<file path="src/rtl/pipe_pkg.sv">
// Shared definitions for the inter-stage pipeline registers: occupancy states,
// control-field bit positions and per-stage bundle widths.
package pipe_pkg;

    typedef enum logic [1:0] {
        EMPTY = 2'd0,
        MAIN  = 2'd1,
        BOTH  = 2'd2
    } pipe_state_e;

    // ID/EX control bundle bit positions
    localparam int CTRL_REGWRITE = 0;
    localparam int CTRL_MEMTOREG = 1;
    localparam int CTRL_MEMREAD  = 2;
    localparam int CTRL_MEMWRITE = 3;
    localparam int CTRL_ALUSRC   = 4;
    localparam int CTRL_ALUOP_LO = 5;
    localparam int CTRL_ALUOP_HI = 6;
    localparam int CTRL_REGDST   = 7;
    localparam int CTRL_SYS_EN   = 8;

    localparam int IF_ID_CTRL_W  = 1;
    localparam int IF_ID_DATA_W  = 64;
    localparam int ID_EX_CTRL_W  = 9;
    localparam int ID_EX_DATA_W  = 114;
    localparam int EX_MEM_CTRL_W = 5;
    localparam int EX_MEM_DATA_W = 69;
    localparam int MEM_WB_CTRL_W = 3;
    localparam int MEM_WB_DATA_W = 69;

endpackage

</file>
<file path="src/rtl/pipe_slot.sv">
// One storage entry of a pipeline register: control and data bundles loaded
// together on an enable, cleared by the asynchronous reset.
module pipe_slot #(
    parameter int CTRL_W = 8,
    parameter int DATA_W = 121
) (
    input  logic              clk,
    input  logic              rst_n,
    input  logic              load,
    input  logic [CTRL_W-1:0] d_ctrl,
    input  logic [DATA_W-1:0] d_data,
    output logic [CTRL_W-1:0] q_ctrl,
    output logic [DATA_W-1:0] q_data
);

    always_ff @(posedge clk or negedge rst_n) begin
        if (!rst_n) begin
            q_ctrl <= '0;
            q_data <= '0;
        end else if (load) begin
            q_ctrl <= d_ctrl;
            q_data <= d_data;
        end
    end

endmodule

</file>
<file path="src/rtl/stage_pipe_reg.sv">
// Parametrised valid/ready pipeline register with optional 2-entry skid buffer,
// flush and bubble gating of the control bundle.
module stage_pipe_reg
    import pipe_pkg::*;
#(
    parameter int CTRL_W = 8,
    parameter int DATA_W = 121,
    parameter int SKID   = 1
) (
    input  logic              clk,
    input  logic              rst_n,
    input  logic              flush,
    input  logic              up_valid,
    output logic              up_ready,
    input  logic [CTRL_W-1:0] up_ctrl,
    input  logic [DATA_W-1:0] up_data,
    output logic              dn_valid,
    input  logic              dn_ready,
    output logic [CTRL_W-1:0] dn_ctrl,
    output logic [DATA_W-1:0] dn_data,
    output logic [1:0]        occ
);

    pipe_state_e       state_q, state_d;
    logic              in_xfer, out_xfer;
    logic              load_main, load_skid, main_from_skid;
    logic [CTRL_W-1:0] main_ctrl, skid_ctrl, main_d_ctrl;
    logic [DATA_W-1:0] main_data, skid_data, main_d_data;

    assign in_xfer  = up_valid & up_ready;
    assign out_xfer = (state_q != EMPTY) & dn_ready;

    always_comb begin
        state_d        = state_q;
        load_main      = 1'b0;
        load_skid      = 1'b0;
        main_from_skid = 1'b0;
        if (flush) begin
            state_d = EMPTY;
        end else begin
            case (state_q)
                EMPTY: begin
                    if (in_xfer) begin
                        state_d   = MAIN;
                        load_main = 1'b1;
                    end
                end
                MAIN: begin
                    if (in_xfer && out_xfer) begin
                        load_main = 1'b1;
                    end else if (in_xfer && (SKID != 0)) begin
                        state_d   = BOTH;
                        load_skid = 1'b1;
                    end else if (out_xfer) begin
                        state_d = EMPTY;
                    end
                end
                BOTH: begin
                    if (out_xfer) begin
                        state_d        = MAIN;
                        load_main      = 1'b1;
                        main_from_skid = 1'b1;
                    end
                end
                default: state_d = EMPTY;
            endcase
        end
    end

    always_ff @(posedge clk or negedge rst_n) begin
        if (!rst_n) state_q <= EMPTY;
        else        state_q <= state_d;
    end

    assign main_d_ctrl = main_from_skid ? skid_ctrl : up_ctrl;
    assign main_d_data = main_from_skid ? skid_data : up_data;

    pipe_slot #(.CTRL_W(CTRL_W), .DATA_W(DATA_W)) u_main (
        .clk    (clk),
        .rst_n  (rst_n),
        .load   (load_main),
        .d_ctrl (main_d_ctrl),
        .d_data (main_d_data),
        .q_ctrl (main_ctrl),
        .q_data (main_data)
    );

    generate
        if (SKID != 0) begin : g_skid
            logic up_ready_q;

            pipe_slot #(.CTRL_W(CTRL_W), .DATA_W(DATA_W)) u_skid (
                .clk    (clk),
                .rst_n  (rst_n),
                .load   (load_skid),
                .d_ctrl (up_ctrl),
                .d_data (up_data),
                .q_ctrl (skid_ctrl),
                .q_data (skid_data)
            );

            // Registered ready: no combinational path from dn_ready upstream
            always_ff @(posedge clk or negedge rst_n) begin
                if (!rst_n) up_ready_q <= 1'b0;
                else        up_ready_q <= (state_d != BOTH);
            end
            assign up_ready = up_ready_q;
        end else begin : g_single
            logic rst_done_q;

            always_ff @(posedge clk or negedge rst_n) begin
                if (!rst_n) rst_done_q <= 1'b0;
                else        rst_done_q <= 1'b1;
            end
            assign skid_ctrl = '0;
            assign skid_data = '0;
            assign up_ready  = rst_done_q & ((state_q == EMPTY) | dn_ready);
        end
    endgenerate

    // Bubbles are gated at the output so a stale stored control never fires
    assign dn_valid = (state_q != EMPTY);
    assign dn_ctrl  = dn_valid ? main_ctrl : '0;
    assign dn_data  = main_data;
    assign occ      = state_q;

endmodule

</file>
<file path="config.mk">
export PLATFORM = sky130hd
export DESIGN_NAME = stage_pipe_reg
export DESIGN_NICKNAME = d
export VERILOG_FILES = /design/src/rtl/pipe_pkg.sv /design/src/rtl/pipe_slot.sv /design/src/rtl/stage_pipe_reg.sv
export SDC_FILE = /design/constraint.sdc
export NUM_CORES = 1
export LEC_CHECK = 0
export BUFFER_PORTS_ARGS = -buffer_cell sky130_fd_sc_hd__clkbuf_2
export CAP_MARGIN = 20
export CORE_AREA = 5 5 170 172
export DETAILED_ROUTE_END_ITERATION = 16
export DIE_AREA = 0 0 175 177
export GPL_TIMING_DRIVEN = 0
export SYNTH_ARGS = -nofsm -noshare
export SYNTH_HDL_FRONTEND = slang
export SYNTH_SLANG_ARGS = --single-unit
</file>
<file path="constraint.sdc">
create_clock -name clk -period 2.5 [get_ports clk]
set_input_delay 0.5 -clock clk [delete_from_list [all_inputs] [get_ports clk]]
set_output_delay 0.5 -clock clk [all_outputs]
set_load 0.05 [all_outputs]
</file>
==> run summary <==
Post-CTS sizing -> 3
Die area -> 30980 um^2
Cts-stage hold buffer count -> 0
Largest net degree at the start of global routing -> 100
Global-route wire length before repair -> 46750 um
RSZ-0062 raised after global routing -> false
Wire length on met3 -> 1555 um
Final Slew Violations -> 0
#FFs+latches synth -> 261
Register area share after synthesis -> 0.6085
Port Buffers -> 265
GRT Util Overall -> 0.1868
Via density -> 4.994
Fin Clk Skew -> 8.509 ps
# H-tree levels -> 1
HP Class -> input port to asynchronous set/reset pin
Initial antenna violation count -> 4
Startpoint types -> flip-flop
Post-Layout Cell Count -> 1669
Syn Nets -> 1137
DR pass1 iterations -> 5
Final hold violations -> 0
Area leader, netlist -> dfrtp_1
Avg Inst Size Synth -> 10.70 um^2
Fmax -> 430.0 MHz
Power Dens Cells -> 992.7 nW/um^2
R2r startpoint -> up_ready
Die W -> 175 um
Max_cap viols -> 0
Row Count -> 61
Final ANT Viol Nets -> 0
Slowest cell on crit path -> dfrtp_1
Layout cell share with drive strength beyond 1 -> 0.3656
I/O pin cnt -> 267
Clock Sinks -> 261
Vias in the first global route -> 8522
Crit-path max FO -> 9
Warnings from Yosys -> 0
Fin crit share -> 0.9302
Gpl congestion -> 0.7746
CTS Buffer Depth -> 3
Worst-path clk slew -> 60 ps
Post-DP HPWL -> 20490 um
Num CTS Buffers -> 28
Die Y -> 177 um
Clk_lat worst skew -> 530 ps
Placeable Area -> 27320 um^2
Area grow syn2layout -> 25.73%
Met1 Wirelength -> 12750 um
Fin area -> 13490 um^2
Reg2Reg Depth -> 6
Routed length per instance -> 17.57 um
Netlist Area Pre-Place -> 10730 um^2
DR vias -> 8335
RR Endpoint -> g_skid.u_skid.q_data[77]
Max_slew headroom -> 0.5347
LEAKAGE -> 6.441 nW
Highest metal used -> met5
Area share of the largest cell type after synthesis -> 0.6085
Post-CTS Setup Inserts -> 0
Minimum clock period -> 2325 ps
Starting Density -> 0.3928
Commonest non-fill, non-tap cell in the layout -> clkbuf_2
Final Core Density -> 0.4939
CP cell instances -> nor2_2 > nor2b_1 > clkbuf_2
Critical path startpoint -> occ[1]
Drt drc -> 0
Setup slack, reg-to-reg -> 340 ps
Run status -> completed
Final WL -> 29320 um
Worst vdd ir -> 0.0005026 V
Metal2 WL -> 14120 um
Synth unique cells -> 18
Critical path type -> flip-flop to output pin
Post-Place Cells -> 1616
Nets@finish -> 1434
CP Capture Point -> dn_ctrl[0]
Critical path arrival -> 1830 ps
Worst Path Required -> 2000 ps
Placed cell areas -> 12560 um^2
Worst-margin pin slew -> 698.0 ps
Setup crit end kind -> output pin
Initial drt markers -> 447
Mapped Cells -> 1003
CTS tree -> done
Synth area leaders -> dfrtp_1 (61%), mux2_2 (14%), nand2_1 (9.1%)
Commonest cells after routing, fill and taps aside -> clkbuf_2 (266), dfrtp_1 (261), nand2_1 (260)
Endpoints failing setup -> 0
Total gr overflow -> 0
CTS root buf -> clkbuf_16
Largest stage delay, worst path -> 480 ps
==> registers in the layout, indices dropped and copies added (netlist names) <==
name / cells
u_main.q_data: 121
up_ready: 1
g_skid.u_skid.q_data: 121
g_skid.u_skid.q_ctrl: 8
occ: 2
u_main.q_ctrl: 8
==> synthesized netlist by cell type (all sizes together) <==
cell type	instances
xnor2	1
nand3	1
clkbuf	27
nand2	260
nor2	133
a21oi	1
a31oi	129
o41ai	2
buf	45
nand3b	1
dfrtp	261
o41a	1
inv	2
nor2b	9
nand4bb	1
mux2	129
==> per-layer routing <==
metal  global-route usage  vias up
li1                     -     3992
met1               0.2504     4082
met2               0.3056      199
met3              0.03845       58
met4              0.06318        4
met5                    0        -
==> through the flow <==
| stage | setup TNS [ps] | setup WS, ps | hold slack (ps) | power (mW) |
|---|---|---|---|---|
| after floorplan | 0 | 273.1 | 204.4 | 8.324 |
| after global placement | -1246390 | -4705 | 485.8 | 9.267 |
| after detailed placement | -25150 | -208.7 | 492.1 | 9.364 |
| after CTS | 0 | 129.9 | 17.92 | 13.57 |
| after global routing | 0 | 80.06 | 51.69 | 14.06 |
| final | 0 | 174.6 | 5.242 | 13.40 |
==> power by group <==
| part | internal, mW | switching, mW | total, mW |
|---|---|---|---|
| Clock | 2.45 | 1.70 | 4.15 |
| Sequential | 5.28 | 0.527 | 5.81 |
| Combinational | 1.11 | 2.33 | 3.44 |
| Total | 8.84 | 4.55 | 13.4 |
==> worst min-delay path by stage <==
stage                                   startpoint                  endpoint  slack (ps)  cells after the start
after floorplan                              rst_n   g_skid.u_skid.q_ctrl[0]         200                      0
after global placement    g_skid.u_skid.q_data[13]  g_skid.u_skid.q_data[13]         490                      1
after detailed placement  g_skid.u_skid.q_data[56]  g_skid.u_skid.q_data[56]         490                      1
after CTS                                    rst_n        u_main.q_data[113]          20                      1
after global routing                         rst_n        u_main.q_data[108]          50                      1
final                                        rst_n        u_main.q_data[114]           5                      1
==> final cells by class <==
cell class | count | area (um^2)
Sequential cell | 261 | 6531
Multi-Input combinational cell | 668 | 3879
Tap cell | 346 | 432.9
Antenna cell | 2 | 5.005
Buffer | 72 | 320.3
Clock buffer | 43 | 858.3
Fill cell | 2602 | 13830
Clock inverter | 8 | 70.07
Timing Repair Buffer | 267 | 1390
Inverter | 2 | 7.507
==> cells by family after synthesis <==
kind of cell / share of synthesized area
and+or+nand+nor: 0.1449
xor gates and xnor gates: 0.0008162
AOI/OAI and AO/OA: 0.08009
DFF: 0.6085
muxes: 0.1353
buffers and inverters: 0.03031
==> critical path: cells and delay by family, from the launching register on <==
family        cells  cell delay (ps)
simple gates      2              550
flops             1              480
buf+inv           1              260
No activity file was read; power rests on OpenSTA's default activity.
